### src/rtl/keypad_responder_if.sv
// ============================================================================
// Module   : keypad_responder_if
// Brief    : Scanner-side and request-side signals of the keypad responder.
// Revision : 1.0
// ============================================================================
`default_nettype none

interface keypad_responder_if;
    logic [3:0] LINE;
    logic [3:0] COLLUMMN;
    logic [3:0] key_code;
    logic       key_valid;
    logic       key_ready;
    logic       busy;
    logic       press_done;
    logic [7:0] press_count;

    modport master (
        output LINE, key_code, key_valid,
        input  COLLUMMN, key_ready, busy, press_done, press_count
    );

    modport slave (
        input  LINE, key_code, key_valid,
        output COLLUMMN, key_ready, busy, press_done, press_count
    );
endinterface

`default_nettype wire

### src/rtl/keypad_responder.sv
// ============================================================================
// Module   : keypad_responder
// Brief    : Emulated 4x4 keypad; presses queued key codes and answers the
//            active-low row scan. Optional contact bounce: KEYPAD_BOUNCE_EN.
// Revision : 1.0
// ============================================================================
`default_nettype none

module keypad_responder #(
    parameter int HOLD_CYCLES   = 1000,
    parameter int GAP_CYCLES    = 1000,
    parameter int FIFO_DEPTH    = 4,
    parameter int BOUNCE_CYCLES = 8
) (
    input  logic              clk,
    input  logic              rst,
    keypad_responder_if.slave bus
);
    localparam int c_PTR_W = $clog2(FIFO_DEPTH);
    localparam int c_OCC_W = c_PTR_W + 1;
    localparam int c_CNT_MAX = (HOLD_CYCLES > GAP_CYCLES) ? HOLD_CYCLES : GAP_CYCLES;
    localparam int c_CNT_W = $clog2(c_CNT_MAX + 1);

    generate
        if (HOLD_CYCLES < 1 || GAP_CYCLES < 1 || FIFO_DEPTH < 2 ||
            (FIFO_DEPTH & (FIFO_DEPTH - 1)) != 0 || BOUNCE_CYCLES < 0) begin : g_bad_params
            $error("keypad_responder: invalid parameter set");
        end
    endgenerate

    typedef enum logic [1:0] {
        S_IDLE  = 2'd0,
        S_PRESS = 2'd1,
        S_GAP   = 2'd2
    } state_t;

    state_t               r_state;
    state_t               w_state_nxt;
    logic [3:0]           r_fifo [FIFO_DEPTH];
    logic [c_OCC_W-1:0]   r_wr_ptr;
    logic [c_OCC_W-1:0]   r_rd_ptr;
    logic [3:0]           r_cur_key;
    logic [c_CNT_W-1:0]   r_cnt;
    logic                 r_key_ready;
    logic                 r_busy;
    logic                 r_press_done;
    logic [7:0]           r_press_count;

    logic [c_OCC_W-1:0]   w_occ;
    logic [c_OCC_W-1:0]   w_occ_nxt;
    logic                 w_push;
    logic                 w_pop;
    logic                 w_load_cnt;
    logic                 w_done;
    logic                 w_hold_end;
    logic                 w_gap_end;
    logic [1:0]           w_row;
    logic [1:0]           w_col;
    logic                 w_closed;
    logic [3:0]           w_cols;

    // Pointers carry one extra bit so full and empty are distinguishable.
    assign w_occ      = r_wr_ptr - r_rd_ptr;
    assign w_push     = bus.key_valid && r_key_ready;
    assign w_occ_nxt  = w_occ + c_OCC_W'(w_push) - c_OCC_W'(w_pop);
    assign w_hold_end = (r_cnt == c_CNT_W'(HOLD_CYCLES - 1));
    assign w_gap_end  = (r_cnt == c_CNT_W'(GAP_CYCLES - 1));

    always_comb begin
        w_state_nxt = r_state;
        w_pop       = 1'b0;
        w_load_cnt  = 1'b0;
        w_done      = 1'b0;
        case (r_state)
            S_IDLE: begin
                if (w_occ != '0) begin
                    w_state_nxt = S_PRESS;
                    w_pop       = 1'b1;
                    w_load_cnt  = 1'b1;
                end
            end
            S_PRESS: begin
                if (w_hold_end) begin
                    w_state_nxt = S_GAP;
                    w_load_cnt  = 1'b1;
                end
            end
            S_GAP: begin
                if (w_gap_end) begin
                    w_state_nxt = S_IDLE;
                    w_done      = 1'b1;
                end
            end
            default: w_state_nxt = S_IDLE;
        endcase
    end

    always_ff @(posedge clk) begin
        if (rst) begin
            r_state       <= S_IDLE;
            r_wr_ptr      <= '0;
            r_rd_ptr      <= '0;
            r_cur_key     <= '0;
            r_cnt         <= '0;
            r_key_ready   <= 1'b1;
            r_busy        <= 1'b0;
            r_press_done  <= 1'b0;
            r_press_count <= '0;
        end else begin
            r_state      <= w_state_nxt;
            r_key_ready  <= (w_occ_nxt != c_OCC_W'(FIFO_DEPTH));
            r_busy       <= (w_state_nxt != S_IDLE) || (w_occ_nxt != '0);
            r_press_done <= w_done;
            r_cnt        <= w_load_cnt ? '0 : r_cnt + c_CNT_W'(1);
            if (w_push) begin
                r_wr_ptr <= r_wr_ptr + c_OCC_W'(1);
            end
            if (w_pop) begin
                r_cur_key <= r_fifo[r_rd_ptr[c_PTR_W-1:0]];
                r_rd_ptr  <= r_rd_ptr + c_OCC_W'(1);
            end
            if (w_done) begin
                r_press_count <= r_press_count + 8'd1;
            end
        end
    end

    always_ff @(posedge clk) begin
        if (w_push) begin
            r_fifo[r_wr_ptr[c_PTR_W-1:0]] <= bus.key_code;
        end
    end

    always_comb begin
        w_row = 2'd0;
        w_col = 2'd0;
        case (r_cur_key)
            4'd1:  begin w_row = 2'd0; w_col = 2'd0; end
            4'd2:  begin w_row = 2'd0; w_col = 2'd1; end
            4'd3:  begin w_row = 2'd0; w_col = 2'd2; end
            4'd10: begin w_row = 2'd0; w_col = 2'd3; end
            4'd4:  begin w_row = 2'd1; w_col = 2'd0; end
            4'd5:  begin w_row = 2'd1; w_col = 2'd1; end
            4'd6:  begin w_row = 2'd1; w_col = 2'd2; end
            4'd11: begin w_row = 2'd1; w_col = 2'd3; end
            4'd7:  begin w_row = 2'd2; w_col = 2'd0; end
            4'd8:  begin w_row = 2'd2; w_col = 2'd1; end
            4'd9:  begin w_row = 2'd2; w_col = 2'd2; end
            4'd12: begin w_row = 2'd2; w_col = 2'd3; end
            4'd14: begin w_row = 2'd3; w_col = 2'd0; end
            4'd0:  begin w_row = 2'd3; w_col = 2'd1; end
            4'd15: begin w_row = 2'd3; w_col = 2'd2; end
            default: begin w_row = 2'd3; w_col = 2'd3; end
        endcase
    end

`ifdef KEYPAD_BOUNCE_EN
    logic w_in_bounce;
    // r_cnt is the cycle offset within the current PRESS or GAP phase.
    assign w_in_bounce = (32'(r_cnt) < BOUNCE_CYCLES);

    always_comb begin
        w_closed = 1'b0;
        case (r_state)
            S_PRESS: w_closed = !(w_in_bounce && r_cnt[0]);
            S_GAP:   w_closed = w_in_bounce && !r_cnt[0];
            default: w_closed = 1'b0;
        endcase
    end
`else
    assign w_closed = (r_state == S_PRESS);
`endif

    always_comb begin
        w_cols = 4'hF;
        if (w_closed && !bus.LINE[w_row]) begin
            w_cols[w_col] = 1'b0;
        end
    end

    assign bus.COLLUMMN    = w_cols;
    assign bus.key_ready   = r_key_ready;
    assign bus.busy        = r_busy;
    assign bus.press_done  = r_press_done;
    assign bus.press_count = r_press_count;

endmodule

`default_nettype wire
### src/flat_wrapper.sv
// flat-port wrapper written by rule: the top's interface ports become plain ports
module keypad_responder_flat 
#(
    parameter int HOLD_CYCLES   = 1000,
    parameter int GAP_CYCLES    = 1000,
    parameter int FIFO_DEPTH    = 4,
    parameter int BOUNCE_CYCLES = 8
)
  (clk, rst, bus_LINE, bus_key_code, bus_key_valid, bus_COLLUMMN, bus_key_ready, bus_busy, bus_press_done, bus_press_count);
  keypad_responder_if bus_i ();
  input  logic clk;
  input  logic rst;
  input wire logic [$bits(bus_i.LINE)-1:0] bus_LINE;
  input wire logic [$bits(bus_i.key_code)-1:0] bus_key_code;
  input wire logic [$bits(bus_i.key_valid)-1:0] bus_key_valid;
  output wire logic [$bits(bus_i.COLLUMMN)-1:0] bus_COLLUMMN;
  output wire logic [$bits(bus_i.key_ready)-1:0] bus_key_ready;
  output wire logic [$bits(bus_i.busy)-1:0] bus_busy;
  output wire logic [$bits(bus_i.press_done)-1:0] bus_press_done;
  output wire logic [$bits(bus_i.press_count)-1:0] bus_press_count;
  assign bus_i.LINE = bus_LINE;
  assign bus_i.key_code = bus_key_code;
  assign bus_i.key_valid = bus_key_valid;
  assign bus_COLLUMMN = bus_i.COLLUMMN;
  assign bus_key_ready = bus_i.key_ready;
  assign bus_busy = bus_i.busy;
  assign bus_press_done = bus_i.press_done;
  assign bus_press_count = bus_i.press_count;
  keypad_responder #(.HOLD_CYCLES(HOLD_CYCLES), .GAP_CYCLES(GAP_CYCLES), .FIFO_DEPTH(FIFO_DEPTH), .BOUNCE_CYCLES(BOUNCE_CYCLES)) u_core (.clk(clk), .rst(rst), .bus(bus_i));
endmodule
### config.mk
export PLATFORM = sky130hd
export DESIGN_NAME = keypad_responder_flat
export DESIGN_NICKNAME = d
export VERILOG_FILES = /design/src/rtl/keypad_responder_if.sv /design/src/rtl/keypad_responder.sv /design/src/flat_wrapper.sv
export SDC_FILE = /design/constraint.sdc
export NUM_CORES = 1
export LEC_CHECK = 0
export ABC_AREA = 1
export CAP_MARGIN = 30
export CORE_MARGIN = 2
export CORE_UTILIZATION = 51
export CTS_CLUSTER_DIAMETER = 30
export DETAILED_ROUTE_END_ITERATION = 7
export GPL_TIMING_DRIVEN = 0
export PLACE_DENSITY = 0.72
export SYNTH_ARGS = -nofsm -noshare
export SYNTH_HDL_FRONTEND = slang
export SYNTH_SLANG_ARGS = --single-unit
### constraint.sdc
create_clock -name clk -period 3.1 [get_ports clk]
set_clock_uncertainty 0.15 [all_clocks]
set_input_delay 0.62 -clock clk [delete_from_list [all_inputs] [get_ports clk]]
set_output_delay 0.62 -clock clk [all_outputs]
set_load 0.01 [all_outputs]
==> results.toml <==
[yosys]
synth_top_cell_by_area = "dfxtp_1"
ys_warn_count = 0
synthesis.nets = 332
synth.avg_cell_area_um2 = 8.07
synthesis.area_um2 = 2490
synthTopCellsByArea = "dfxtp_1 26%, edfxtp_1 19%, nand2_1 9.3%"
netlist-cell-type-count = 30
ys_seq_elements = 49
seq_area_frac_synth = 0.457
synth_cells = 309
yosysTopAreaCellShare = 0.265

[sta]
finalSetupViolCount = 0
layout_min_cycle_time_ps = 2970
hold_violations = 0
timing.final.crit_share = 0.959
max_freq_mhz = 337
rsz0062_at_grt = "yes"
max-slew-margin-rel = 0.652
setup_tns_ps = 0
fin_ws_ps = 128
maxSlewViolCount = 0
tightestPinTransition_ps = 520

[worst_setup_path]
rrSetupSlack_ps = 130
slowest_delay_ps = 540
critPathRequiredTime_ps = 3150
cp_slowest_cell = "fa_2"
cp_top_family = "adder cells"
startpoint_type = "register"
reg2regPathDepth = 18
crit_fanout = 4
rr_endpoint = "u_core.bus.busy$_SDFF_PP0_"
crit_path_end_kind = "register"
cp.buffers_inverters = 4
arrival_ps = 3020
r2r_start = "u_core.r_wr_ptr[0]$_SDFFE_PP0P_"
crit_type = "reg -> reg"
worstPathCellList = "inv_2 > ha_4 > fa_2 > nand2_2 > inv_2 > nand2_4 > nand2_8 > clkinv_8 > ha_4 > inv_2 > ha_4 > fa_2 > xor2_2 > nand3_1 > nand2_1 > nand2_1 > nand2_1 > nand3_1"

[floorplan]
start_util = 0.528
die_x_um = 73.9
io_pins = 26
die_area_um2 = 5470
core-area_um2 = 4720
die_h_um = 73.9
core.rowCount = 25

[final_layout]
drive_gt1_frac = 0.143
final_cell_mix = "61 x nand2_1, 54 x nor2_1, 32 x dfxtp_1"
n_antenna_cell = 0
layout_commonest_cell = "nand2_1"
instances_no_fill = 417
final_nets = 372
syn_to_final_growth_pct = 22.6

[min_path]
min-delay-start = "u_core.r_cnt[0]$_SDFF_PP0_"
hold_end = "u_core.r_cnt[0]$_SDFF_PP0_"
hold_path_class = "reg -> reg"
hold_depth = 1

[power_and_ir_drop]
power.density_nw_per_um2 = 788
switching_share = 0.391
switchingPower_uw = 942
p_int_mw = 1.47
ir_worst_vdd_mv = 0.345
seq_power_share = 0.337
p_comb_frac = 0.475
power.leakage_nw = 1.24
fin_total_pwr_mw = 2.41
clkPwrFrac = 0.188

[clocking]
ctsHoldBuffers = 0
cts.sinks = 49
path_clk_slew_ps = 90
clockRootBuffer = "clkbuf_8"
ctsHtreeMaxLevel = 2
cts_buffers = 5
clockBufferDepth = 2
cts_tree = "built"
clk_latency_ps = 310

[placement]
numPortBuffers = 24
preCtsSetupSlack_ps = -241
dp.cells = 400
gp_congestion = 0.857
dp_hpwl_mm = 3.30

[detailed_routing]
via_count = 2050
firstDrtPassIters = 4
drc_errors = 0
ant_nets = 0
finalWirelength_mm = 4.59
via_per_inst = 4.92
wl_per_cell_um = 11.0
drtIter0Drc = 49

[global_routing]
track_usage = 0.188
grt_pass1_wl_mm = 7.85
antenna_found_initial = 0
grt_max_degree = 16
grt_pass1_vias = 1844
grt-ovfl-total = 0

[flow_run]
drv_cap = 0

[outcome]
status = "finished clean"
power groups by stage:
stage	sequential, mW	combinational (mW)	clock (mW)
2_1_floorplan	0.813	0.719	0
3_3_place_gp	0.822	0.898	0
3_5_place_dp	0.826	0.928	0
4_1_cts	0.811	1.06	0.467
5_1_grt	0.827	1.31	0.485
6_report	0.813	1.14	0.453
state kept, by name (all words and copies together), names as in the netlist:
register	count
u_core.r_rd_ptr	3
u_core.r_cnt	10
u_core.bus.press_done	1
u_core.bus.busy	1
u_core.r_state	2
u_core.r_wr_ptr	3
u_core.r_fifo	16
u_core.bus.key_ready	1
u_core.bus.press_count	8
u_core.r_cur_key	4
worst max path at each step:
stage               cells past startpoint                            start  slack (ps)                         end
finish                                 18  u_core.r_wr_ptr[0]$_SDFFE_PP0P_         130  u_core.bus.busy$_SDFF_PP0_
global route                           18  u_core.r_wr_ptr[0]$_SDFFE_PP0P_         -40  u_core.bus.busy$_SDFF_PP0_
CTS                                    18  u_core.r_wr_ptr[0]$_SDFFE_PP0P_          10  u_core.bus.busy$_SDFF_PP0_
detailed placement                     18  u_core.r_wr_ptr[0]$_SDFFE_PP0P_        -240  u_core.bus.busy$_SDFF_PP0_
global placement                       18  u_core.r_wr_ptr[0]$_SDFFE_PP0P_        -160  u_core.bus.busy$_SDFF_PP0_
floorplan                              18  u_core.r_wr_ptr[0]$_SDFFE_PP0P_           3  u_core.bus.busy$_SDFF_PP0_
routing by layer:
layer	routed length [um]	global-route usage	vias to the layer above
met5	0	0	-
met4	116	0.0808	0
met3	166	0.0501	10
met2	2160	0.313	41
met1	2150	0.231	922
li1	-	-	1077
repair_timing:
action / in CTS / in global routing
resized for setup: 8 / 4
setup buffers: 4 / 5
pin swaps: 5 / 9
endpoints found under the setup margin: 2 / 2
worst register-to-register path, delay by kind of cell (launching register included):
family                     cells  cell delay, ps
adders and majority gates      5            1440
and+or+nand+nor                8             570
DFF                            1             350
buffers and inverters          4             200
xor gates and xnor gates       1             160
logic make-up (layout without fill, tap and decap cells):
logic type / after synthesis / count (layout) / synth area share
flip-flops: 49 / 49 / 0.457
buffers and inverters: 41 / 82 / 0.0672
XOR/XNOR: 11 / 11 / 0.0386
AND/OR/NAND/NOR: 156 / 156 / 0.286
adder cells (fa/ha/maj): 12 / 12 / 0.0662
AO/OA/AOI/OAI: 40 / 40 / 0.0843
stage by stage:
stage / cell area, um^2 / util / hold slack [ps]
after CTS: 3000 / 0.635 / 339
after global placement: 2820 / 0.597 / 308
after floorplan: 2500 / - / 292
final: 3060 / 0.647 / 335
after global routing: 3060 / 0.647 / 355
after detailed placement: 2820 / 0.597 / 317
area by class of cell:
type                       count  area (um^2)
inverter                      37          156
multi-input combinational    219         1240
tap                           67         83.8
timing repair buffer          33          308
clock inverter                 3         41.3
buffer                         4         18.8
sequential                    49         1140
clock buffer                   5         68.8
fill                         411         1670
cell usage after synthesis, drive strengths merged:
master	count
buf	3
xor2	7
a21oi	14
or2	2
fa	2
ha	10
clkbuf	1
o21ai	25
nand4	5
inv	35
nand3	18
nor2	55
nor3	3
clkinv	2
xnor2	4
edfxtp	16
dfxtp	33
nand3b	3
o211ai	1
nand2	70
(Power assumes the default switching activity.)
